--- src/rtl/mod3_pkg.sv ---
// Shared types and helpers for the mod-3 frame transmitter: FSM states,
// residue width and the serial divisible-by-3 recurrence step.
package mod3_pkg;

  localparam int RES_W = 2;

  typedef enum logic [1:0] {
    S_IDLE,
    S_DATA,
    S_CHECK
  } state_t;

  // Bit weight is 2^i mod 3: 1 on even positions, 2 on odd ones.
  function automatic logic [RES_W-1:0] mod3_next(input logic [RES_W-1:0] r,
                                                 input logic             b,
                                                 input logic             w_odd);
    logic [2:0] sum;
    sum = {1'b0, r} + (b ? (w_odd ? 3'd2 : 3'd1) : 3'd0);
    return (sum >= 3'd3) ? 2'(sum - 3'd3) : sum[1:0];
  endfunction

endpackage

--- src/rtl/mod3_frame_tx_acc.sv ---
// Running mod-3 residue of the bits sent so far, with the alternating
// 1/2 bit weight. Exposes the residue including the bit being sent now.
module mod3_acc
  import mod3_pkg::*;
(
  input  logic             clk,
  input  logic             rst,
  input  logic             i_clr,
  input  logic             i_en,
  input  logic             i_bit,
  output logic [RES_W-1:0] o_res_nxt
);

  logic [RES_W-1:0] r_res;
  logic             r_w_odd;

  assign o_res_nxt = mod3_next(r_res, i_bit, r_w_odd);

  // NOTE: sequential state is written with non-blocking assignments only, so
  // every register sees the pre-edge value of every other register.
  always_ff @(posedge clk) begin
    if (!rst || i_clr) begin
      r_res   <= '0;
      r_w_odd <= 1'b0;
    end else if (i_en) begin
      r_res   <= o_res_nxt;
      r_w_odd <= ~r_w_odd;
    end
  end

endmodule

--- src/rtl/mod3_frame_tx.sv ---
// Serial transmitter: shifts a DATA_W-bit word out LSB-first followed by a
// 2-bit check field that makes the whole frame a multiple of three.
module mod3_frame_tx
  import mod3_pkg::*;
#(
  parameter int DATA_W = 8
) (
  input  logic              clk,
  input  logic              rst,
  input  logic              in_valid,
  output logic              in_ready,
  input  logic [DATA_W-1:0] in_data,
  output logic              out,
  output logic              out_valid,
  input  logic              out_ready,
  output logic              out_last
);

  localparam int CNT_W = $clog2(DATA_W + 2);
  localparam logic [CNT_W-1:0] LAST_DATA = CNT_W'(DATA_W - 1);

  state_t            r_state;
  logic [DATA_W-1:0] r_shift;
  logic [CNT_W-1:0]  r_cnt;
  logic              r_chk_hi;
  logic              r_in_ready;
  logic              r_out;
  logic              r_out_valid;
  logic              r_out_last;

  logic              w_accept;
  logic              w_fire;
  logic              w_acc_en;
  logic              w_acc_clr;
  logic [RES_W-1:0]  w_res_nxt;
  logic [RES_W-1:0]  w_chk;

  assign w_accept  = in_valid && r_in_ready;
  assign w_fire    = r_out_valid && out_ready;
  assign w_acc_en  = w_fire && (r_state == S_DATA);
  assign w_acc_clr = w_accept || (w_fire && r_out_last);

  mod3_acc u_acc (
    .clk       (clk),
    .rst       (rst),
    .i_clr     (w_acc_clr),
    .i_en      (w_acc_en),
    .i_bit     (r_out),
    .o_res_nxt (w_res_nxt)
  );

  // With an even payload width the check field sits on weight 1, so it must
  // cancel the residue; with an odd width it sits on weight 2 and equals it.
  // NOTE: always_comb assigns a default first so no path can infer a latch.
  always_comb begin
    w_chk = w_res_nxt;
    if (DATA_W % 2 == 0) begin
      case (w_res_nxt)
        2'd1:    w_chk = 2'd2;
        2'd2:    w_chk = 2'd1;
        default: w_chk = 2'd0;
      endcase
    end
  end

  // NOTE: the shift register carries no reset; it is always reloaded on accept
  // before any of its bits reach the output.
  always_ff @(posedge clk) begin
    if (w_accept) begin
      r_shift <= in_data;
    end else if (w_acc_en) begin
      r_shift <= {1'b0, r_shift[DATA_W-1:1]};
    end
  end

  always_ff @(posedge clk) begin
    if (!rst) begin
      r_state     <= S_IDLE;
      r_in_ready  <= 1'b1;
      r_out       <= 1'b0;
      r_out_valid <= 1'b0;
      r_out_last  <= 1'b0;
      r_cnt       <= '0;
      r_chk_hi    <= 1'b0;
    end else begin
      case (r_state)
        S_IDLE: begin
          if (w_accept) begin
            r_out       <= in_data[0];
            r_out_valid <= 1'b1;
            r_in_ready  <= 1'b0;
            r_cnt       <= '0;
            r_state     <= S_DATA;
          end
        end
        S_DATA: begin
          if (w_fire) begin
            r_cnt <= r_cnt + 1'b1;
            if (r_cnt == LAST_DATA) begin
              r_chk_hi <= w_chk[1];
              r_out    <= w_chk[0];
              r_state  <= S_CHECK;
            end else begin
              r_out <= r_shift[1];
            end
          end
        end
        S_CHECK: begin
          if (w_fire) begin
            if (!r_out_last) begin
              r_out      <= r_chk_hi;
              r_out_last <= 1'b1;
              r_cnt      <= r_cnt + 1'b1;
            end else begin
              r_out       <= 1'b0;
              r_out_valid <= 1'b0;
              r_out_last  <= 1'b0;
              r_in_ready  <= 1'b1;
              r_cnt       <= '0;
              r_state     <= S_IDLE;
            end
          end
        end
        default: r_state <= S_IDLE;
      endcase
    end
  end

  assign in_ready  = r_in_ready;
  assign out       = r_out;
  assign out_valid = r_out_valid;
  assign out_last  = r_out_last;

endmodule

--- config.mk ---
export PLATFORM = sky130hd
export DESIGN_NAME = mod3_frame_tx
export DESIGN_NICKNAME = d
export VERILOG_FILES = /design/src/rtl/mod3_pkg.sv /design/src/rtl/mod3_frame_tx_acc.sv /design/src/rtl/mod3_frame_tx.sv
export SDC_FILE = /design/constraint.sdc
export NUM_CORES = 1
export LEC_CHECK = 0
export ABC_AREA = 1
export ABC_CLOCK_PERIOD_IN_PS = 4940
export BUFFER_PORTS_ARGS = -buffer_cell sky130_fd_sc_hd__buf_2
export CAP_MARGIN = 20
export CORE_MARGIN = 2
export CORE_UTILIZATION = 60
export CTS_CLUSTER_DIAMETER = 200
export DETAILED_ROUTE_END_ITERATION = 10
export GPL_TIMING_DRIVEN = 1
export PLACE_DENSITY_LB_ADDON = 0.05
export SKIP_LAST_GASP = 1
export SLEW_MARGIN = 15
export SYNTH_ARGS = -nofsm -noshare
export SYNTH_HDL_FRONTEND = slang
export SYNTH_HIERARCHICAL = 1
export SYNTH_SLANG_ARGS = --single-unit
--- constraint.sdc ---
create_clock -name clk -period 4.94 [get_ports clk]
set_input_delay 0.247 -clock clk [delete_from_list [all_inputs] [get_ports clk]]
set_output_delay 0.247 -clock clk [all_outputs]
set_load 0.005 [all_outputs]
==> flow_summary_export.csv, run 1 <==
group,metric,value,unit
run_status,status,"finished clean",
placed_design,dp.cells,206,
timing,post-route-min-period,2.354,ns
placed_design,port_buffers,15,
timing,worstMarginPinSlew,1.022,ns
floorplan,start_util,0.6365,
hold_path,min_path_type,"in2reg",
routing,wl_per_cell,11.26,µm
floorplan,die_x,49.62,µm
layout,synthToLayoutAreaGrowth,10.02,%
timing,period_share,0.4765,
synth,syn_area,0.001249,mm²
power,power.density,440.2,mW/mm²
clocking,clock-sinks,21,
power,cellLeakagePower,0.6743,nW
layout,nFillCells,184,
layout,nNetsFinal,204,
critical_path,r2r_end,"out",
critical_path,r2r_slack,2.59,ns
power,switchingPower,252.2,µW
critical_path,slowest_delay,0.55,ns
layout,instances_no_fill,210,
routing,post_drt_via_cell_ratio,4.990,
clocking,numCtsBuffers,3,
layout,layout_common_cells,"44 x nand2_1, 26 x inv_1, 18 x nor2_1",
timing,drv_slew,0,
placed_design,place_congestion,0.8497,
synth,netlist_top_cells_area,"dfxtp_1 22%, edfxtp_1 17%, nand2_1 13%",
clocking,clk_latency,0.31,ns
layout,post-route-util,0.7003,
timing,final_hold_viol_count,0,
power,fin_total_pwr,604.7,µW
layout,final_cell_area,0.001374,mm²
critical_path,ff2ff_path_depth,17,
layout,diodes,0,
power,vdd_drop_max,312.5,µV
timing,rsz0062_at_grt,"no",
routing,ant_nets,0,
power,swShare,0.4171,
global_routing,grt_max_degree,12,
clocking,post_cts_resized,0,
hold_path,hold_depth,3,
critical_path,end_kind,"flip-flop",
synth,ys_ff_latch,21,
power,clkPwrFrac,0.139,
synth,synth_top_area_share,0.2244,
critical_path,cpLargestDelayFamily,"adder cells",
synth,yosysTopAreaCell,"dfxtp_1",
power,p_seq_frac,0.407,
floorplan,rows,16,
synth,synth.distinct_cells,25,
timing,finClkSkew,0.002497,ns
critical_path,cp_slowest_cell,"fa_1",
timing,slew_headroom,0.3115,
critical_path,path_common_cell,"nand2_1",
synth,yosysWarnings,6,
routing,vias,1048,
global_routing,grt_pass1_vias,1038,
hold_path,holdCritStartpoint,"in_data[6]",
clocking,cts_tree,"built",
synth,syn_nets,186,
hold_path,min_to,"r_shift[6]",
flow_run,drv_cap,0,
synth,ys_seq_area_frac,0.3928,
floorplan,die_h,49.62,µm
placed_design,placed_area,0.001348,mm²
routing,drc,0,
synth,syn_inst,166,
timing,final.setup.worst_slack,2.586,ns
critical_path,crit_arrival,2.57,ns
synth,synth.avg_cell_area,7.522,µm²
global_routing,overflow,0,
clocking,ctsHoldBuffers,0,
clocking,cts_setup_buffers,0,
timing,final.setup.tns,0,ns
placed_design,hpwl,1824,µm
timing,hold_slack,0.1971,ns
global_routing,antenna_found_initial,0,
routing,first_pass_iters,5,
layout,layout_commonest_cell,"nand2_1",
timing,fmax,424.8,MHz
critical_path,worstPathCellList,"inv_1 -> nor2_1 -> ha_1 -> inv_1 -> fa_1 -> inv_1 -> ha_1 -> nor2_2 -> nand2_1 -> nand2_1 -> inv_1 -> nand2_1 -> nand2_1 -> nand3_1 -> nand2_1 -> nand2_1 -> a21oi_1",
floorplan,io_pins,16,
floorplan,core_area,0.001962,mm²
clocking,cts_buffer_depth,2,
critical_path,crit_type,"reg2reg",
critical_path,start_kind,"flip-flop",
critical_path,worstPathRequired,5.16,ns
power,p_int,352.5,µW
routing,drtIter0Drc,20,
global_routing,grt_pass1_wl,4209,µm
power,combPwrFrac,0.454,
routing,wl,2365,µm
layout,drive_above_1_share,0.1967,
critical_path,reg2reg_from,"out",
critical_path,path_buf_inv,4,
clocking,root_buffer,"clkbuf_4",
timing,setup_viol,0,
clocking,clk_pin_slew,0.11,ns
placed_design,dp_slack,2.640,ns
critical_path,worst-path-max-fanout,4,
global_routing,track_usage,0.2211,
clocking,htree_levels,1,
floorplan,fp.dieArea,0.002462,mm²
tightest hold or removal path, stage by stage:
cell and delay, ns:
buf_2 0.07, nand2_1 0.04, nand2_1 0.04
logic make-up (layout without fill, tap and decap cells):
kind of cell / after synthesis / count (layout) / synth area share
xor gates and xnor gates: 1 / 1 / 0.007015
buffers and inverters: 30 / 47 / 0.09218
and+or+nand+nor: 87 / 87 / 0.3387
adders and majority gates: 8 / 8 / 0.08617
DFF: 21 / 21 / 0.3928
AOI/OAI and AO/OA: 19 / 19 / 0.08317
synth_stat cells (all sizes together):
cell type / n
nand3: 10
nor3b: 1
nor2: 21
inv: 28
o21ai: 12
a21oi: 5
fa: 1
nor3: 3
xnor2: 1
dfxtp: 14
nand2: 52
o211ai: 1
o21a: 1
ha: 7
buf: 2
edfxtp: 7
registers in the layout, summed over array words and instances, names as in the netlist:
| signal | flops |
|---|---|
| out_last | 1 |
| out_valid | 1 |
| u_acc/r_res | 2 |
| r_state | 2 |
| in_ready | 1 |
| out | 1 |
| r_shift | 7 |
| r_chk_hi | 1 |
| r_cnt | 4 |
| u_acc/r_w_odd | 1 |
worst max path at each step:
stage | startpoint | to | slack [ns] | cells after the start
after floorplan | out | out | 2.81 | 17
after global placement | out | out | 2.76 | 16
after detailed placement | out | out | 2.64 | 17
after CTS | out | out | 2.59 | 16
after global routing | out | out | 2.33 | 18
final | out | out | 2.59 | 17
final cells by class:
| cell class | instances | area (µm²) | area share |
|---|---|---|---|
| multi-input combinational | 115 | 643.1 | 0.4681 |
| clock buffer | 4 | 26.28 | 0.01913 |
| sequential | 21 | 490.5 | 0.3570 |
| inverter | 28 | 105.1 | 0.07650 |
| tap | 27 | 33.78 | 0.02459 |
| timing repair buffer | 15 | 75.07 | 0.05464 |
power groups by stage:
stage	registers, mW	clock network, mW	logic, mW
after floorplan	0.246	0	0.218
after global placement	0.248	0	0.263
after detailed placement	0.250	0	0.275
after CTS	0.246	0.0859	0.277
after global routing	0.251	0.0912	0.313
final	0.246	0.0843	0.274
per-layer routing:
metal | track usage | part of all wire
met1 | 0.2671 | 0.48
met2 | 0.3889 | 0.47
met5 | 0 | 0
met4 | 0.08796 | 0.016
met3 | 0.03636 | 0.033
(Power assumes the default switching activity.)
==> inputs of run 2 (changes only) <==
- ABC_CLOCK_PERIOD_IN_PS: 4940 -> 2200
- CORE_UTILIZATION: 60 -> 56
- clock period: 4.94 -> 2.2 ns (I/O delays scaled with it)
==> run 2 against run 1 <==
The run now ends with setup timing left; combinational power up 140%; clock power up 130%; sequential cell count unchanged; final cell count up 2.4%; first-iteration DRC count down 35%; highest routed layer unchanged; worst setup slack worse by 2.6 ns; register-to-register slack worse by 2.6 ns; total power up 130%; core utilization down 3.2 points.
==> flow_summary_export.csv, run 2 (same netlist as run 1, synthesis figures left out) <==
group,metric,value,unit
run_status,status,"finished, violations left",
run_status,violations,"setup timing",
placed_design,dp.cells,210,
clocking,cts_tree,"built",
clocking,clk_latency,0.31,ns
timing,drv_slew,0,
floorplan,io_pins,16,
floorplan,core_area,0.002170,mm²
power,swShare,0.4148,
critical_path,path_common_cell,"inv_2",
timing,worstMarginPinSlew,0.4092,ns
power,cellLeakagePower,0.6922,nW
critical_path,r2r_end,"out",
layout,top_regs,"r_shift (7), r_cnt (4)",
critical_path,end_kind,"flip-flop",
routing,ant_nets,0,
timing,final.setup.worst_slack,-0.03635,ns
critical_path,start_kind,"flip-flop",
power,fin_total_pwr,1.394,mW
timing,finClkSkew,0.005018,ns
timing,period_share,1.017,
hold_path,hold_depth,3,
global_routing,grt_max_degree,12,
global_routing,antenna_found_initial,0,
global_routing,grt_pass1_vias,1019,
routing,wl_per_cell,11.12,µm
floorplan,fp.dieArea,0.002623,mm²
layout,synthToLayoutAreaGrowth,16.13,%
timing,final_hold_viol_count,0,
power,switchingPower,578.3,µW
critical_path,worst-path-max-fanout,3,
critical_path,ff2ff_path_depth,18,
flow_run,drv_cap,0,
critical_path,r2r_slack,-0.04,ns
clocking,numCtsBuffers,3,
timing,post-route-min-period,2.236,ns
power,clkPwrFrac,0.137,
power,p_int,815.9,µW
layout,diodes,0,
clocking,cts_buffer_depth,2,
layout,nNetsFinal,208,
critical_path,crit_arrival,2.49,ns
timing,rsz0062_at_grt,"yes",
hold_path,min_to,"r_shift[4]",
layout,layout_common_cells,"41 x nand2_1, 21 x inv_1, 17 x nor2_1",
global_routing,grt_pass1_wl,4091,µm
critical_path,slowest_delay,0.54,ns
timing,final.setup.tns,-0.03635,ns
floorplan,die_x,51.22,µm
global_routing,overflow,0,
clocking,clk_pin_slew,0.12,ns
clocking,root_buffer,"clkbuf_4",
floorplan,rows,17,
clocking,htree_levels,1,
routing,wl,2390,µm
hold_path,min_path_type,"in2reg",
floorplan,die_h,51.22,µm
critical_path,reg2reg_from,"out",
layout,drive_above_1_share,0.2995,
routing,first_pass_iters,4,
layout,regMostFlops,"r_shift",
floorplan,start_util,0.5755,
timing,fmax,447.2,MHz
critical_path,crit_type,"reg2reg",
placed_design,hpwl,1854,µm
global_routing,track_usage,0.2091,
timing,slew_headroom,0.7262,
layout,final_cell_area,0.001450,mm²
timing,setup_viol,1,
clocking,clock-sinks,21,
power,combPwrFrac,0.468,
routing,post_drt_via_cell_ratio,4.907,
power,power.density,961.4,mW/mm²
critical_path,worstPathCellList,"inv_2 -> nor2_2 -> ha_2 -> inv_2 -> fa_1 -> inv_2 -> ha_4 -> inv_2 -> nand3_2 -> nand2_2 -> nand2_2 -> inv_2 -> nand2_1 -> nand2_1 -> nand3_1 -> nand2_1 -> nand2_1 -> a21oi_2",
layout,instances_no_fill,215,
routing,vias,1055,
placed_design,place_congestion,0.7788,
hold_path,holdCritStartpoint,"in_data[4]",
power,p_seq_frac,0.395,
power,vdd_drop_max,592.8,µV
placed_design,placed_area,0.001371,mm²
layout,largest_register_ffs,7,
layout,nFillCells,207,
critical_path,cp_slowest_cell,"fa_1",
routing,drc,0,
critical_path,worstPathRequired,2.45,ns
routing,drtIter0Drc,13,
placed_design,dp_slack,-0.03296,ns
layout,layout_commonest_cell,"nand2_1",
placed_design,port_buffers,15,
run 2: changes by cell type in the layout (fill, tap and decap cells not counted), moves of 2 or more:
cell and delta:
inv_1 -5, dfxtp_1 -2, nand2_1 -3, dfxtp_2 +2
inv_2 +5, nand2_2 +3, ha_1 -2, buf_4 +4
run 2: worst max-delay path by stage:
stage / from / end / slack, ns / depth (start not counted)
finish: out / out / -0.04 / 18
floorplan: out / out / 0.07 / 17
detailed placement: out / out / -0.03 / 17
global placement: u_acc/r_w_odd / out / 0.09 / 16
global route: out / out / -0.20 / 18
CTS: out / out / -0.009 / 17
run 2: metal layers:
layer,vias up,GRT usage,part of all wire
met5,-,0,0
met3,9,0.02632,0.031
met4,0,0.1184,0.033
met1,463,0.2477,0.44
li1,561,-,-
met2,22,0.3636,0.50
run 2: stage by stage:
stage          hold slack [ns]  utilization
2_1_floorplan           0.2606            -
4_1_cts                0.06472       0.6465
6_report               0.06606       0.6684
3_5_place_dp            0.3916       0.6321
5_1_grt                0.07522       0.6684
3_3_place_gp            0.3733       0.6321
run 2: power by group through the flow:
stage               Clock, mW  Sequential [mW]  Combinational [mW]
floorplan                   0            0.552               0.490
global placement            0            0.553               0.608
detailed placement          0            0.556               0.631
CTS                     0.195            0.549               0.634
global route            0.205            0.562               0.755
finish                  0.191            0.550               0.653
run 2: worst max-delay path, delay by kind of cell, from the launching register on:
| family | cells | cell delay (ns) |
|---|---|---|
| DFF | 1 | 0.36 |
| AOI/OAI and AO/OA | 1 | 0.13 |
| and+or+nand+nor | 9 | 0.58 |
| adders and majority gates | 3 | 0.89 |
| buffers and inverters | 5 | 0.22 |
run 2: final cells by class:
| cell class | instances | area, µm² | area share |
|---|---|---|---|
| sequential | 21 | 493.0 | 0.3399 |
| inverter | 28 | 105.1 | 0.07248 |
| tap | 28 | 35.03 | 0.02416 |
| clock buffer | 4 | 26.28 | 0.01812 |
| timing repair buffer | 19 | 105.1 | 0.07248 |
| multi-input combinational | 115 | 685.7 | 0.4728 |
run 2: repair_timing:
item | CTS | global route
resized for setup | 3 | 15
hold buffers | 0 | 0
buffers inserted | 0 | 1
endpoints found under the setup margin | 1 | 2
pin swaps | 1 | 7
